File: src/rtl/serial_add_pkg.sv
// Shared definitions for the serial adder: state encoding, slice width and
// the default operand width.
package serial_add_pkg;

   localparam int SLICE_W       = 2;
   localparam int DEFAULT_WIDTH = 8;

   typedef enum logic [1:0] {
      IDLE = 2'd0,
      RUN  = 2'd1,
      DONE = 2'd2
   } state_t;

endpackage : serial_add_pkg

File: src/rtl/add2_slice.sv
// Purely combinational 2-bit ripple-carry full adder; the only arithmetic
// hardware in the serial adder, reused once per slice of the operands.
module add2_slice
   import serial_add_pkg::*;
(
   input  logic [SLICE_W-1:0] x,
   input  logic [SLICE_W-1:0] y,
   input  logic               ci,
   output logic [SLICE_W-1:0] s,
   output logic               co
);

   // carry[gi] is the carry into bit gi; carry[SLICE_W] leaves the slice
   logic [SLICE_W:0] carry;

   assign carry[0] = ci;

   // One full-adder cell per bit, rippling the carry upward
   for (genvar gi = 0; gi < SLICE_W; gi++) begin : g_fa
      assign s[gi]       = x[gi] ^ y[gi] ^ carry[gi];
      assign carry[gi+1] = (x[gi] & y[gi]) | (carry[gi] & (x[gi] ^ y[gi]));
   end

   assign co = carry[SLICE_W];

endmodule : add2_slice

File: src/rtl/serial_add_ctrl.sv
// Serial adder controller: accepts two WIDTH-bit operands over a valid/ready
// handshake, adds them 2 bits per cycle through a single add2_slice, and
// presents the result over a second valid/ready handshake.
// Optional build macro SERIAL_ADD_SUB_EN: when defined, sub=1 at the accepting
// edge turns the operation into a-b (cout=1 means no borrow); when undefined
// the sub input is ignored and the block always adds.
module serial_add_ctrl
   import serial_add_pkg::*;
#(
   parameter int WIDTH = DEFAULT_WIDTH,
   parameter int CNT_W = $clog2(WIDTH / 2) + 1
)(
   input  logic             clk,
   input  logic             rst,
   input  logic             in_valid,
   output logic             in_ready,
   input  logic [WIDTH-1:0] a,
   input  logic [WIDTH-1:0] b,
   input  logic             cin,
   input  logic             sub,
   output logic             out_valid,
   input  logic             out_ready,
   output logic [WIDTH-1:0] sum,
   output logic             cout,
   output logic             busy
);

   // Operands are consumed in whole slices, so the width must be a
   // positive multiple of the slice width
   if ((WIDTH < SLICE_W) || ((WIDTH % SLICE_W) != 0)) begin : g_bad_width
      $error("serial_add_ctrl: WIDTH must be even and >= 2");
   end

   state_t             state_q;
   logic [WIDTH-1:0]   a_q;
   logic [WIDTH-1:0]   b_q;
   logic [WIDTH-1:0]   sum_q;       // partial sum, filled from the MSB end
   logic [WIDTH-1:0]   sum_out_q;   // last completed result, held for the sink
   logic               carry_q;
   logic               cout_q;
   logic [CNT_W-1:0]   cnt_q;
   logic               in_ready_q;
   logic               out_valid_q;
   logic               busy_q;

   logic [SLICE_W-1:0]       slice_s;
   logic                     slice_co;
   logic [WIDTH+SLICE_W-1:0] sum_cat_d;
   logic [WIDTH-1:0]         sum_d;
   logic                     last_slice_d;
   logic [WIDTH-1:0]         b_load_d;
   logic                     carry_load_d;

   // The shared slice always works on the low bits of the shifting operands
   add2_slice u_slice (
      .x  (a_q[SLICE_W-1:0]),
      .y  (b_q[SLICE_W-1:0]),
      .ci (carry_q),
      .s  (slice_s),
      .co (slice_co)
   );

   // Next partial sum and end-of-operation detect; the concatenate-then-slice
   // form stays legal even when WIDTH equals the slice width
   always_comb begin
      sum_cat_d    = {slice_s, sum_q};
      sum_d        = sum_cat_d[WIDTH+SLICE_W-1:SLICE_W];
      last_slice_d = (cnt_q == CNT_W'(WIDTH / SLICE_W - 1));
   end

`ifdef SERIAL_ADD_SUB_EN
   // Subtraction is a + ~b + 1, so only the loaded B and carry change
   always_comb begin
      b_load_d     = sub ? ~b : b;
      carry_load_d = sub ? 1'b1 : cin;
   end
`else
   // sub is kept on the interface but has no effect in add-only builds
   logic unused_sub;
   assign unused_sub = sub;

   // Plain addition: operands and carry load unchanged
   always_comb begin
      b_load_d     = b;
      carry_load_d = cin;
   end
`endif

   // Controller FSM with datapath registers and registered handshake outputs
   always_ff @(posedge clk or posedge rst) begin
      if (rst) begin
         state_q     <= IDLE;
         a_q         <= '0;
         b_q         <= '0;
         sum_q       <= '0;
         sum_out_q   <= '0;
         carry_q     <= 1'b0;
         cout_q      <= 1'b0;
         cnt_q       <= '0;
         in_ready_q  <= 1'b1;
         out_valid_q <= 1'b0;
         busy_q      <= 1'b0;
      end else begin
         case (state_q)
            IDLE: begin
               if (in_valid && in_ready_q) begin
                  a_q        <= a;
                  b_q        <= b_load_d;
                  carry_q    <= carry_load_d;
                  sum_q      <= '0;
                  cnt_q      <= '0;
                  in_ready_q <= 1'b0;
                  busy_q     <= 1'b1;
                  state_q    <= RUN;
               end
            end
            RUN: begin
               a_q     <= a_q >> SLICE_W;
               b_q     <= b_q >> SLICE_W;
               carry_q <= slice_co;
               sum_q   <= sum_d;
               cnt_q   <= cnt_q + CNT_W'(1);
               if (last_slice_d) begin
                  sum_out_q   <= sum_d;
                  cout_q      <= slice_co;
                  out_valid_q <= 1'b1;
                  state_q     <= DONE;
               end
            end
            DONE: begin
               if (out_ready) begin
                  out_valid_q <= 1'b0;
                  busy_q      <= 1'b0;
                  in_ready_q  <= 1'b1;
                  state_q     <= IDLE;
               end
            end
            default: begin
               out_valid_q <= 1'b0;
               busy_q      <= 1'b0;
               in_ready_q  <= 1'b1;
               state_q     <= IDLE;
            end
         endcase
      end
   end

   assign in_ready  = in_ready_q;
   assign out_valid = out_valid_q;
   assign busy      = busy_q;
   assign sum       = sum_out_q;
   assign cout      = cout_q;

endmodule : serial_add_ctrl

File: config.mk
export PLATFORM = sky130hd
export DESIGN_NAME = serial_add_ctrl
export DESIGN_NICKNAME = d
export VERILOG_FILES = /design/src/rtl/serial_add_pkg.sv /design/src/rtl/add2_slice.sv /design/src/rtl/serial_add_ctrl.sv
export SDC_FILE = /design/constraint.sdc
export NUM_CORES = 1
export LEC_CHECK = 0
export CAP_MARGIN = 20
export CORE_ASPECT_RATIO = 1.1
export CORE_MARGIN = 4
export CORE_UTILIZATION = 40
export CTS_CLUSTER_DIAMETER = 40
export DETAILED_ROUTE_END_ITERATION = 7
export DONT_BUFFER_PORTS = 1
export SLEW_MARGIN = 5
export SYNTH_ARGS = -nofsm -noshare
export SYNTH_HDL_FRONTEND = slang
export SYNTH_SLANG_ARGS = --single-unit
File: constraint.sdc
create_clock -name clk -period 3.8 [get_ports clk]
set_input_delay 0.38 -clock clk [delete_from_list [all_inputs] [get_ports clk]]
set_output_delay 0.38 -clock clk [all_outputs]
set_load 0.05 [all_outputs]
==> flow_summary.json <==
{
  "final_area_um2": 1960,
  "antenna_cells": 0,
  "clk-insertion-delay-late_ns": 0.29,
  "layout_commonest_cell": "dfrtp_1",
  "fp.dieW_um": 72.2,
  "final_cell_mix": "dfrtp_1, mux2_4, mux2_2, a22o_1, o21ai_0",
  "synth.cell_area_um2": 1820,
  "cp_max_fo": 22,
  "drtIter0Drc": 30,
  "syn2layout_area_growth_pct": 7.99,
  "critPathCaptureType": "flip-flop",
  "postPlaceCellArea_um2": 1840,
  "firstDrtPassIters": 2,
  "startpoint_type": "flip-flop",
  "worst-r2r-setup-slack_ns": 1.76,
  "outcome": "finished, final reports clean",
  "grtUsageTotal": 0.122,
  "avgSynthCellArea_um2": 14.4,
  "post-route-period-util": 0.538,
  "wl_um": 3180,
  "wl_per_cell_um": 17.3,
  "yosysUniqueCellTypes": 28,
  "worstPathRequired_ns": 3.97,
  "setup_viol": 0,
  "multi_input_area_um2": 747,
  "setup_slack_ns": 1.76,
  "hold_violations": 0,
  "worst_pin_slew_ns": 0.767,
  "cp.arrival_ns": 2.22,
  "p_leak_nw": 0.884,
  "vias_per_cell": 5.39,
  "rr_endpoint": "b_q[4]",
  "setup_tns_ns": 0,
  "grt_pass1_wl_um": 5410,
  "num_vias": 991,
  "holdBufCountCts": 0,
  "ys_seq_elements": 40,
  "core_area_um2": 4350,
  "gp_congestion": 0.709,
  "synthTopCellsByArea": "dfrtp_1, mux2_4, mux2_2, a22o_1, mux2i_1",
  "grt_start_max_net_pins": 41,
  "postLayoutCoreUtil": 0.451,
  "synthCells": 126,
  "ys_warn_count": 0,
  "cts_buffer_depth": 2,
  "cts_resized": 0,
  "max-slew-margin-rel": 0.488,
  "hp-class": "primary input to async pin",
  "root_buffer": "clkbuf_8",
  "cts_setup_buffers": 0,
  "grt_pass1_vias": 1098,
  "port_buffers": 0,
  "drcViolationCount": 0,
  "antenna_found_initial": 0,
  "drv_cap": 0,
  "cts_sinks": 40,
  "path_clk_slew_ns": 0.08,
  "overflow": 0,
  "rsz0062_at_grt": "no",
  "path_class": "flip-flop to flip-flop",
  "power_density_nw_per_um2": 895,
  "max_freq_ghz": 0.490,
  "reg2regPathDepth": 3,
  "start_util": 0.418,
  "final_antenna_net_count": 0,
  "yosys.area.top_type": "dfrtp_1",
  "syn_nets": 152,
  "htreeDepth": 2,
  "row_count": 25,
  "io_pins": 34,
  "fin_crit_ns": 2.04,
  "numCtsBuffers": 5,
  "maxSlewViolCount": 0,
  "cts_tree": "yes",
  "place_worst_setup_slack_ns": 1.75,
  "die_area_um2": 5680,
  "fill_cells": 414,
  "final_layout_size_suffix_gt1_frac": 0.308,
  "die_h_um": 78.7,
  "rr_startpoint": "state_q[1]",
  "finalNetCount": 155,
  "seq_area_um2": 1000,
  "synth_top_area_frac": 0.538,
  "worst_ir_drop_vdd_mv": 0.401,
  "finClkSkew_ns": 0.0109,
  "hpwl_um": 2140,
  "ys_seq_area_frac": 0.552
}
## kinds of logic after synthesis
kind of cell | count (synthesis) | synth area share
flops | 40 | 0.552
mux | 31 | 0.218
compound gates | 29 | 0.109
simple gates | 13 | 0.0489
buf+inv | 9 | 0.0365
fa+ha+maj | 4 | 0.0358
## routing by layer
layer | vias to the layer above | track usage | wire (µm)
met1 | 499 | 0.148 | 1380
met5 | - | 0 | 0
met4 | 0 | 0.0451 | 43
li1 | 457 | - | -
met3 | 6 | 0.0474 | 218
met2 | 29 | 0.196 | 1530
## synth_stat cells (all sizes together)
cell type / n
o21ai: 12
clkbuf: 1
dfrtp: 39
ha: 2
or2: 1
nand3b: 1
mux2i: 5
nand2b: 1
nor2b: 2
nor2: 3
a2bb2oi: 1
o32ai: 1
fa: 2
a21oi: 4
buf: 4
mux2: 26
nand2: 5
dfstp: 1
a22o: 11
inv: 4
## how the worst max path moves through the flow
| stage | start | end | slack (ns) | cells after the start |
|---|---|---|---|---|
| final | state_q[1] | b_q[4] | 1.76 | 3 |
| after global routing | state_q[1] | b_q[4] | 1.65 | 3 |
| after CTS | state_q[1] | b_q[4] | 1.74 | 3 |
| after detailed placement | state_q[1] | a_q[5] | 1.75 | 3 |
| after global placement | state_q[1] | a_q[5] | 1.78 | 3 |
| after floorplan | in_ready | cnt_q[1] | 2.15 | 5 |
## critical path, stage by stage, from the launching register on
cell and delay (ns):
dfrtp_1 0.56, nor2b_4 0.69, mux2_2 0.41, mux2_2 0.26
## power breakdown
part / internal, mW / switching [mW]
Clock: 0.215 / 0.151
Sequential: 0.601 / 0.257
Combinational: 0.300 / 0.231
Total: 1.12 / 0.639
## area by class of cell
cell class / instances / area share
Sequential cell: 40 / 0.511
Multi-Input combinational cell: 77 / 0.381
Clock inverter: 2 / 0.0198
Inverter: 4 / 0.00766
Tap cell: 54 / 0.0345
Timing Repair Buffer: 1 / 0.00383
Clock buffer: 6 / 0.0421
## registers in the layout, indices dropped and copies added (netlist names)
| name | cells |
|---|---|
| busy | 1 |
| state_q | 2 |
| sum_q | 6 |
| cout | 1 |
| carry_q | 1 |
| b_q | 8 |
| out_valid | 1 |
| sum | 8 |
| a_q | 8 |
| in_ready | 1 |
| cnt_q | 3 |
## stage by stage
step | hold WS, ns | power, mW | instances
global placement | 0.424 | 1.38 | 176
CTS | 0.117 | 1.78 | 184
finish | 0.0958 | 1.75 | 184
global route | 0.134 | 1.87 | 184
floorplan | 0.461 | 1.33 | 126
detailed placement | 0.432 | 1.41 | 176
Note: power is estimated with default switching activity, not from simulation.
